File: src/rtl/GPU_Shader_pkg.sv
`default_nettype none
// GPU_Shader_pkg: lane count, instruction field layout, opcodes and issue FSM states.
// Rev 1.0
package GPU_Shader_pkg;

  localparam int lanes = 4;

  localparam int OPC_MSB  = 31;
  localparam int OPC_LSB  = 26;
  localparam int DST_MSB  = 25;
  localparam int DST_LSB  = 21;
  localparam int SRC0_MSB = 20;
  localparam int SRC0_LSB = 16;
  localparam int SRC1_MSB = 15;
  localparam int SRC1_LSB = 5;

  localparam logic [5:0] OP_HALT = 6'h3F;

  typedef enum logic [1:0] {
    ST_IDLE   = 2'd0,
    ST_FETCH  = 2'd1,
    ST_DRAIN  = 2'd2,
    ST_HALTED = 2'd3
  } issue_state_e;

endpackage
`default_nettype wire

File: src/rtl/instr_fifo.sv
`default_nettype none
// instr_fifo: registered DEPTH x WIDTH instruction queue with flush, push/pop and occupancy count.
// Rev 1.0
module instr_fifo #(
  parameter int DEPTH = 4,
  parameter int WIDTH = 32,
  localparam int AW = $clog2(DEPTH),
  localparam int CW = AW + 1
) (
  input  logic             clk,
  input  logic             rst_n,
  input  logic             flush,
  input  logic             push,
  input  logic [WIDTH-1:0] wdata,
  input  logic             pop,
  output logic [WIDTH-1:0] rdata,
  output logic             full,
  output logic             empty,
  output logic [CW-1:0]    count
);

  logic [WIDTH-1:0] r_mem [DEPTH];
  logic [AW-1:0]    r_wr_ptr;
  logic [AW-1:0]    r_rd_ptr;
  logic [CW-1:0]    r_count;
  logic             w_do_push;
  logic             w_do_pop;

  assign empty     = (r_count == '0);
  assign full      = (r_count == CW'(DEPTH));
  assign w_do_pop  = pop && !empty;
  // A push into a full queue is accepted when the head leaves in the same cycle.
  assign w_do_push = push && (!full || w_do_pop);

  always_ff @(posedge clk or negedge rst_n) begin
    if (!rst_n) begin
      r_wr_ptr <= '0;
      r_rd_ptr <= '0;
      r_count  <= '0;
    end else if (flush) begin
      r_wr_ptr <= '0;
      r_rd_ptr <= '0;
      r_count  <= '0;
    end else begin
      if (w_do_push) r_wr_ptr <= r_wr_ptr + AW'(1);
      if (w_do_pop)  r_rd_ptr <= r_rd_ptr + AW'(1);
      if (w_do_push && !w_do_pop)      r_count <= r_count + CW'(1);
      else if (!w_do_push && w_do_pop) r_count <= r_count - CW'(1);
    end
  end

  always_ff @(posedge clk) begin
    if (w_do_push && !flush) r_mem[r_wr_ptr] <= wdata;
  end

  assign rdata = r_mem[r_rd_ptr];
  assign count = r_count;

endmodule
`default_nettype wire

File: src/rtl/instr_issue.sv
`default_nettype none
// instr_issue: fetches instruction words into a small queue and broadcasts the head to all shader lanes.
// Rev 1.0
module instr_issue
  import GPU_Shader_pkg::*;
#(
  parameter int LANES = GPU_Shader_pkg::lanes,
  parameter int DEPTH = 4,
  parameter int PC_W  = 10
) (
  input  logic                  clk,
  input  logic                  rst_n,
  input  logic                  start,
  input  logic [PC_W-1:0]       start_pc,
  output logic                  imem_req,
  output logic [PC_W-1:0]       imem_addr,
  input  logic                  imem_gnt,
  input  logic                  imem_rvalid,
  input  logic [31:0]           imem_rdata,
  output logic                  issue_valid,
  input  logic                  issue_ready,
  output logic [LANES-1:0][31:0] issue_instr,
  output logic                  busy,
  output logic                  halted
);

  localparam int CW = $clog2(DEPTH) + 1;
  localparam logic [CW-1:0] C_DEPTH = CW'(DEPTH);

  issue_state_e    r_state;
  logic [PC_W-1:0] r_pc;
  logic            r_outstanding;
  logic            r_busy;
  logic            r_halted;

  logic [CW-1:0]   w_count;
  logic [CW-1:0]   w_inflight;
  logic            w_full;
  logic            w_empty;
  logic [31:0]     w_head;
  logic            w_start_ok;
  logic            w_gnt;
  logic            w_rsp;
  logic            w_is_halt;
  logic            w_push;
  logic            w_pop;

  assign w_start_ok = start && ((r_state == ST_IDLE) || (r_state == ST_HALTED));
  assign w_inflight = w_count + CW'(r_outstanding);
  assign imem_req   = (r_state == ST_FETCH) && !r_outstanding && (w_inflight < C_DEPTH);
  assign imem_addr  = r_pc;
  assign w_gnt      = imem_req && imem_gnt;
  // Returns only count against a live request; stray or post-reset data is dropped.
  assign w_rsp      = imem_rvalid && r_outstanding && (r_state == ST_FETCH);
  assign w_is_halt  = (imem_rdata[OPC_MSB:OPC_LSB] == OP_HALT);
  assign w_push     = w_rsp && !w_is_halt && !w_full;
  assign w_pop      = issue_valid && issue_ready;

  instr_fifo #(
    .DEPTH (DEPTH),
    .WIDTH (32)
  ) u_fifo (
    .clk   (clk),
    .rst_n (rst_n),
    .flush (w_start_ok),
    .push  (w_push),
    .wdata (imem_rdata),
    .pop   (w_pop),
    .rdata (w_head),
    .full  (w_full),
    .empty (w_empty),
    .count (w_count)
  );

  always_ff @(posedge clk or negedge rst_n) begin
    if (!rst_n) begin
      r_state       <= ST_IDLE;
      r_pc          <= '0;
      r_outstanding <= 1'b0;
      r_busy        <= 1'b0;
      r_halted      <= 1'b0;
    end else begin
      unique case (r_state)
        ST_IDLE, ST_HALTED: begin
          if (start) begin
            r_state       <= ST_FETCH;
            r_pc          <= start_pc;
            r_outstanding <= 1'b0;
            r_busy        <= 1'b1;
            r_halted      <= 1'b0;
          end
        end
        ST_FETCH: begin
          if (w_gnt) begin
            r_pc          <= r_pc + PC_W'(1);
            r_outstanding <= 1'b1;
          end
          if (w_rsp) begin
            r_outstanding <= 1'b0;
            if (w_is_halt) r_state <= ST_DRAIN;
          end
        end
        ST_DRAIN: begin
          if (w_empty) begin
            r_state  <= ST_HALTED;
            r_busy   <= 1'b0;
            r_halted <= 1'b1;
          end
        end
        default: r_state <= ST_IDLE;
      endcase
    end
  end

  assign issue_valid = !w_empty;
  assign busy        = r_busy;
  assign halted      = r_halted;

  for (genvar g = 0; g < LANES; g++) begin : g_lane
    assign issue_instr[g] = w_empty ? 32'h0 : w_head;
  end

endmodule
`default_nettype wire

File: config.mk
export PLATFORM = sky130hd
export DESIGN_NAME = instr_issue
export DESIGN_NICKNAME = d
export VERILOG_FILES = /design/src/rtl/GPU_Shader_pkg.sv /design/src/rtl/instr_fifo.sv /design/src/rtl/instr_issue.sv
export SDC_FILE = /design/constraint.sdc
export NUM_CORES = 1
export LEC_CHECK = 0
export ABC_AREA = 1
export ABC_CLOCK_PERIOD_IN_PS = 3300
export CAP_MARGIN = 20
export CORE_ASPECT_RATIO = 0.7
export CORE_MARGIN = 2
export CORE_UTILIZATION = 49
export DETAILED_ROUTE_END_ITERATION = 10
export PLACE_DENSITY = 0.85
export SYNTH_ARGS = -nofsm -noshare
export SYNTH_HDL_FRONTEND = slang
export SYNTH_SLANG_ARGS = --single-unit
File: constraint.sdc
create_clock -name clk -period 3.3 [get_ports clk]
set_clock_uncertainty 0.2 [all_clocks]
set_input_delay 0.66 -clock clk [delete_from_list [all_inputs] [get_ports clk]]
set_output_delay 0.66 -clock clk [all_outputs]
set_load 0.01 [all_outputs]
-- Word-level counts from Yosys, hierarchy flattened
Memory sizes are Yosys's and may differ from the RTL's.
Cells that the tools add are included.
- $add $sub $neg: 6
- magnitude comparators: 1
- equality and inequality tests: 11
- multiplexer cells: 27
- reduce and logical (&&, ||, !) cells: 35
- operators with widths (kind ; count):
    32-bit two-way mux ; 1
    10-bit two-way mux ; 2
    10-bit one-hot mux with 2 select lines ; 1
    2-bit two-way mux ; 8
    1-bit logical AND ; 14
    10-bit by 1-bit adder with 10-bit output, second input constant ; 1
    3-bit two-way mux ; 3
    3-bit AND reduction ; 3
    1-bit two-way mux ; 8
    2-bit != test, second input constant ; 4
    2-bit nonzero test ; 4
    1-bit logical NOT ; 7
    6-bit equality test, second input constant ; 1
    1-bit one-hot mux with 2 select lines ; 3
    2-bit one-hot mux with 3 select lines ; 1
    2-bit by 1-bit adder with 2-bit output, second input constant ; 2
    2-bit equality test, second input constant ; 2
    4-bit AND reduction ; 1
    3-bit by 1-bit adder with 3-bit output ; 1
    3-bit by 1-bit adder with 3-bit output, second input constant ; 1
    3-bit equality test, second input constant ; 1
    3-bit logical NOT ; 1
    3-bit less-than comparator, second input constant ; 1
    3-bit != test, second input constant ; 1
    7 further kinds ; 8
- register bits: 22
- memory bits (writable): 128
- input port bits: 48
- output and inout port bits: 142
- logic and storage cells: 89
- memories kept: 1
- memories (memory ; depth ; bits a word ; read ports ; clocked after memory_dff ; wr ports ; line ; source):
    u_fifo.r_mem ; 4 ; 32 ; 1 ; 0 ; 1 ; instr_fifo.sv:22 ; logic [WIDTH-1:0] r_mem [DEPTH];

-- Longest topological paths before layout
- word-level depth: 11
- depth in mapped cells: 13
- gate-level depth less buffers: 13

-- Modules after synthesis
A second synthesis with hierarchy kept.
- cell total of the unflattened synthesis: 706
- area, all modules: 7325.8 µm²
- modules (own cells, without submodules) (module ; times used ; cells each ; area an instance (µm²) ; seq. area each (µm²)):
    instr_fifo ; 1 ; 380 ; 5288.8 ; 4018.9
    instr_issue ; 1 ; 326 ; 2037.0 ; 375.4

-- Worst setup path after synthesis
OpenSTA, ideal clock, no wires.
- kind: input port to flip-flop
- from: in imem_rdata[30]
- to: mem u_fifo.r_mem[0][0], enable pin
- arrival: 2.429 ns
- required time: 2.679 ns
- setup slack: 0.250 ns
- stages on the path: 7
- path buffers: 0
- path through: nand2_1 -> nor2_1 -> nand2_1 -> nand3_1 -> inv_2 -> nand2_1 -> nor2_1
- word-level cells in the longest chain between the ends: 8
- ends and longest elaborated chain (what ; line ; source):
    from (decl) ; instr_issue.sv:19 ; input logic [31:0] imem_rdata,
    6-bit equality test ; instr_issue.sv:55 ; assign w_is_halt = (imem_rdata[OPC_MSB:OPC_LSB] == OP_HALT);
    1-bit logical NOT ; instr_issue.sv:56 ; assign w_push = w_rsp && !w_is_halt && !w_full;
    1-bit logical AND (2 in series) ; instr_issue.sv:56 ;
    1-bit logical AND ; instr_fifo.sv:33 ; assign w_do_push = push && (!full || w_do_pop);
    1-bit logical AND ; instr_fifo.sv:53 ; if (w_do_push && !flush) r_mem[r_wr_ptr] <= wdata;
    1-bit two-way mux ; instr_fifo.sv:53 ;
    1-bit two-way mux (not written as such) ; instr_fifo.sv:53 ;
    to (decl) ; instr_fifo.sv:22 ;
No other way between the ends.

==> results.sh <==
export IMPL_clk_latency_ns=0.42
export IMPL_cts_max_level=4
export IMPL_max_stage_delay_ns=0.62
export IMPL_yosysUniqueCellTypes=29
export IMPL_cts_buffers=17
export IMPL_m1WireLength_microns=7160
export IMPL_grt_start_max_net_pins=66
export IMPL_synth_warnings=0
export IMPL_synth_adder_area_share_pct=1.68
export IMPL_wl_met3_microns=1220
export IMPL_drv_cap=0
export IMPL_cpMaxStageDelayCell="clkdlybuf4s50_1"
export IMPL_worstSetupStartpointType="flop"
export IMPL_synthMuxAreaShare_pct=0
export IMPL_synth_edf_count=128
export IMPL_power_density_mw_per_mm2=1060
export IMPL_synth_nets=747
export IMPL_p_leak_nw=3.40
export IMPL_fin_crit_sh_pct=98.9
export IMPL_io_pins=190
export IMPL_min_path_type="reg2reg"
export IMPL_postCtsSetupRepairBufs=0
export IMPL_worst_pin_slew_ns=0.513
export IMPL_syn_inst=690
export IMPL_fmax_mhz=306
export IMPL_hold_violations=0
export IMPL_crit_type="reg2out"
export IMPL_synth_compound_area_share_pct=8.17
export IMPL_hpwl_microns=10700
export IMPL_drive_gt1_share_pct=9.48
export IMPL_avgSynthCellArea_sq_um=10.4
export IMPL_yosysTopAreaCellShare_pct=53.6
export IMPL_ant_nets=0
export IMPL_yosysMostFrequentCell="nor2_1"
export IMPL_min_period_ns=3.26
export IMPL_syn_cell_area_sq_mm=0.00717
export IMPL_clkSinkCount=150
export IMPL_finalSetupTns_ns=0
export IMPL_critPathMostFrequentCell="inv_1"
export IMPL_setup_viol=0
export IMPL_nNetsFinal=847
export IMPL_drc=0
export IMPL_status="completed"
export IMPL_cts_root_buf="clkbuf_16"
export IMPL_fin_ws_ns=0.0367
export IMPL_path_clk_slew_ns=0.06
export IMPL_place_congestion=0.835
export IMPL_core_region_area_sq_mm=0.0141
export IMPL_ys_seq_elements=150
export IMPL_start_util_pct=50.8
export IMPL_rows=36
export IMPL_dr_wl_met2_microns=8130
export IMPL_areaGrowthSynthToFinish_pct=29.1
export IMPL_worst_setup_path_end_kind="output port"
export IMPL_antenna_found_initial=0
export IMPL_crit_required_ns=2.44
export IMPL_synth_common_cells="nor2_1 (149), edfxtp_1 (128), buf_4 (98)"
export IMPL_die_w_microns=149
export IMPL_top_layer="met4"
export IMPL_cp_max_fo=32
export IMPL_synth_xor_area_share_pct=0.122
export IMPL_yosys_area_top_type="edfxtp_1"
export IMPL_post_drt_wl_per_cell_microns=16.8
export IMPL_cts_tree="yes"
export IMPL_synth_ff_type="edfxtp_1"
export IMPL_vdd_drop_max_uv=633
export IMPL_vias=5119
export IMPL_dp_slack_ns=0.265
export IMPL_report_final_slew_viol_count=0
export IMPL_port_buffers=189
export IMPL_async_flop_share_pct=14.7
export IMPL_drt_total_wl_microns=16700
export IMPL_netlist_top_cells_area="edfxtp_1 (54%), buf_4 (10%), nor2_1 (7.8%)"
export IMPL_clk_path_buf_depth=2
export IMPL_via_per_inst=5.16
export IMPL_timing_hold_ws_ns=0.320
export IMPL_rsz0062_at_grt="yes"
export IMPL_die_h_microns=105
export IMPL_drt_initial_drc_count=421
export IMPL_antenna_cells=0
export IMPL_synthSimpleGateAreaFrac_pct=14.4
export IMPL_arrival_ns=2.40
export IMPL_ys_seq_area_share_pct=61.3
export IMPL_drt_pass1_iter_count=4
export IMPL_grt_use_total_pct=21.5
export IMPL_grt_pass1_wl_microns=25900
export IMPL_grt_overflow=0
export IMPL_synth_top_family_by_area="simple AND/OR/NAND/NOR gates"
export IMPL_slew_headroom_pct=65.8
export IMPL_grt_pass1_vias=4996
export IMPL_die_area_sq_mm=0.0156
export IMPL_cp_cell_sequence="inv_1 > nand3_2 > inv_1 > buf_4 > a21oi_1 > clkdlybuf4s50_1"
==> final cells by class <==
cell class | instances | area, sq um
clock buffers | 19 | 433
well taps | 190 | 238
repair buffers | 204 | 2110
multi-input cells | 383 | 1830
flip-flops and latches | 150 | 4400
fillers | 1003 | 4850
inverters | 34 | 133
clock inverters | 12 | 105
==> where the power goes <==
part	switching, mW	internal [mW]	leakage [nW]	total [mW]
Sequential	0.151	2.22	1.42	2.37
Clock	0.753	1.03	0.253	1.78
Combinational	2.86	2.82	1.73	5.68
==> state kept, by name, summed over array words and instances (netlist names) <==
register,flops
u_fifo.r_wr_ptr,2
imem_addr,10
r_outstanding,1
r_state,2
u_fifo.r_rd_ptr,2
halted,1
u_fifo.count,3
busy,1
u_fifo.r_mem,128
==> cell usage in the layout, fill, tap and decap left out, types with 2 or more instances in the layout <==
master	count
clkdlybuf4s50_1	189
nor2_1	145
edfxtp_1	128
nand2_1	78
o21ai_1	49
inv_1	29
o21ai_0	24
a21oi_1	21
dfrtp_1	21
nand3_1	18
clkbuf_16	18
a21oi_2	16
ha_1	8
buf_12	7
nand4_1	6
buf_4	6
inv_2	4
nor2_4	4
clkinvlp_4	4
inv_6	3
nor2_2	3
clkinv_2	3
nand2_2	2
clkbuf_1	2
==> per-layer routing <==
metal / vias up / global-route usage, %
li1: 2421 / -
met5: - / 0
met2: 228 / 34.5
met4: 0 / 7.55
met3: 16 / 5.28
met1: 2454 / 28.8
==> path summary, 6_finish.rpt <==
| path | startpoint | to | slack (ns) | cells past startpoint |
|---|---|---|---|---|
| min in group asynchronous | rst_n | halted | 0.39 | 2 |
| max in group asynchronous | rst_n | u_fifo.r_rd_ptr[0] | 2.26 | 2 |
| worst min register to register | r_state[0] | r_state[0] | 0.32 | 2 |
| worst max-delay path | u_fifo.count[0] | issue_instr[30] | 0.04 | 6 |
| worst max register to register | r_state[1] | u_fifo.r_mem[0][3] | 0.77 | 9 |
| worst min-delay path | r_state[0] | r_state[0] | 0.32 | 2 |
==> stage by stage <==
| step | utilization (%) | power [mW] | instance area (sq um) | cells |
|---|---|---|---|---|
| 2_1_floorplan | - | 6.08 | 7170 | 690 |
| 3_3_place_gp | 61.2 | 7.79 | 8620 | 960 |
| 3_5_place_dp | 61.2 | 7.93 | 8620 | 960 |
| 4_1_cts | 65.1 | 9.76 | 9170 | 991 |
| 5_1_grt | 65.6 | 10.4 | 9250 | 992 |
| 6_report | 65.6 | 9.84 | 9250 | 992 |
==> worst max-delay path, delay by kind of cell (launching register included) <==
kind / cells / cell delay [ns]
buf+inv: 4 / 1.04
compound gates: 1 / 0.40
flops: 1 / 0.39
simple gates: 1 / 0.14
==> cells by family after synthesis <==
family,count (synthesis)
buffers and inverters,157
and+or+nand+nor,259
adders and majority gates,9
xor gates and xnor gates,1
DFF,150
AOI/OAI and AO/OA,114
==> timing repair <==
action / 4_1_cts / 5_1_grt
endpoints found under the hold margin: 0 / 0
pin swaps: 0 / 0
gates cloned: 0 / 1
endpoints found under the setup margin: 72 / 103
gates resized for setup: 3 / 15
hold buffers: 0 / 0
Note: power is estimated with default switching activity, not from simulation.
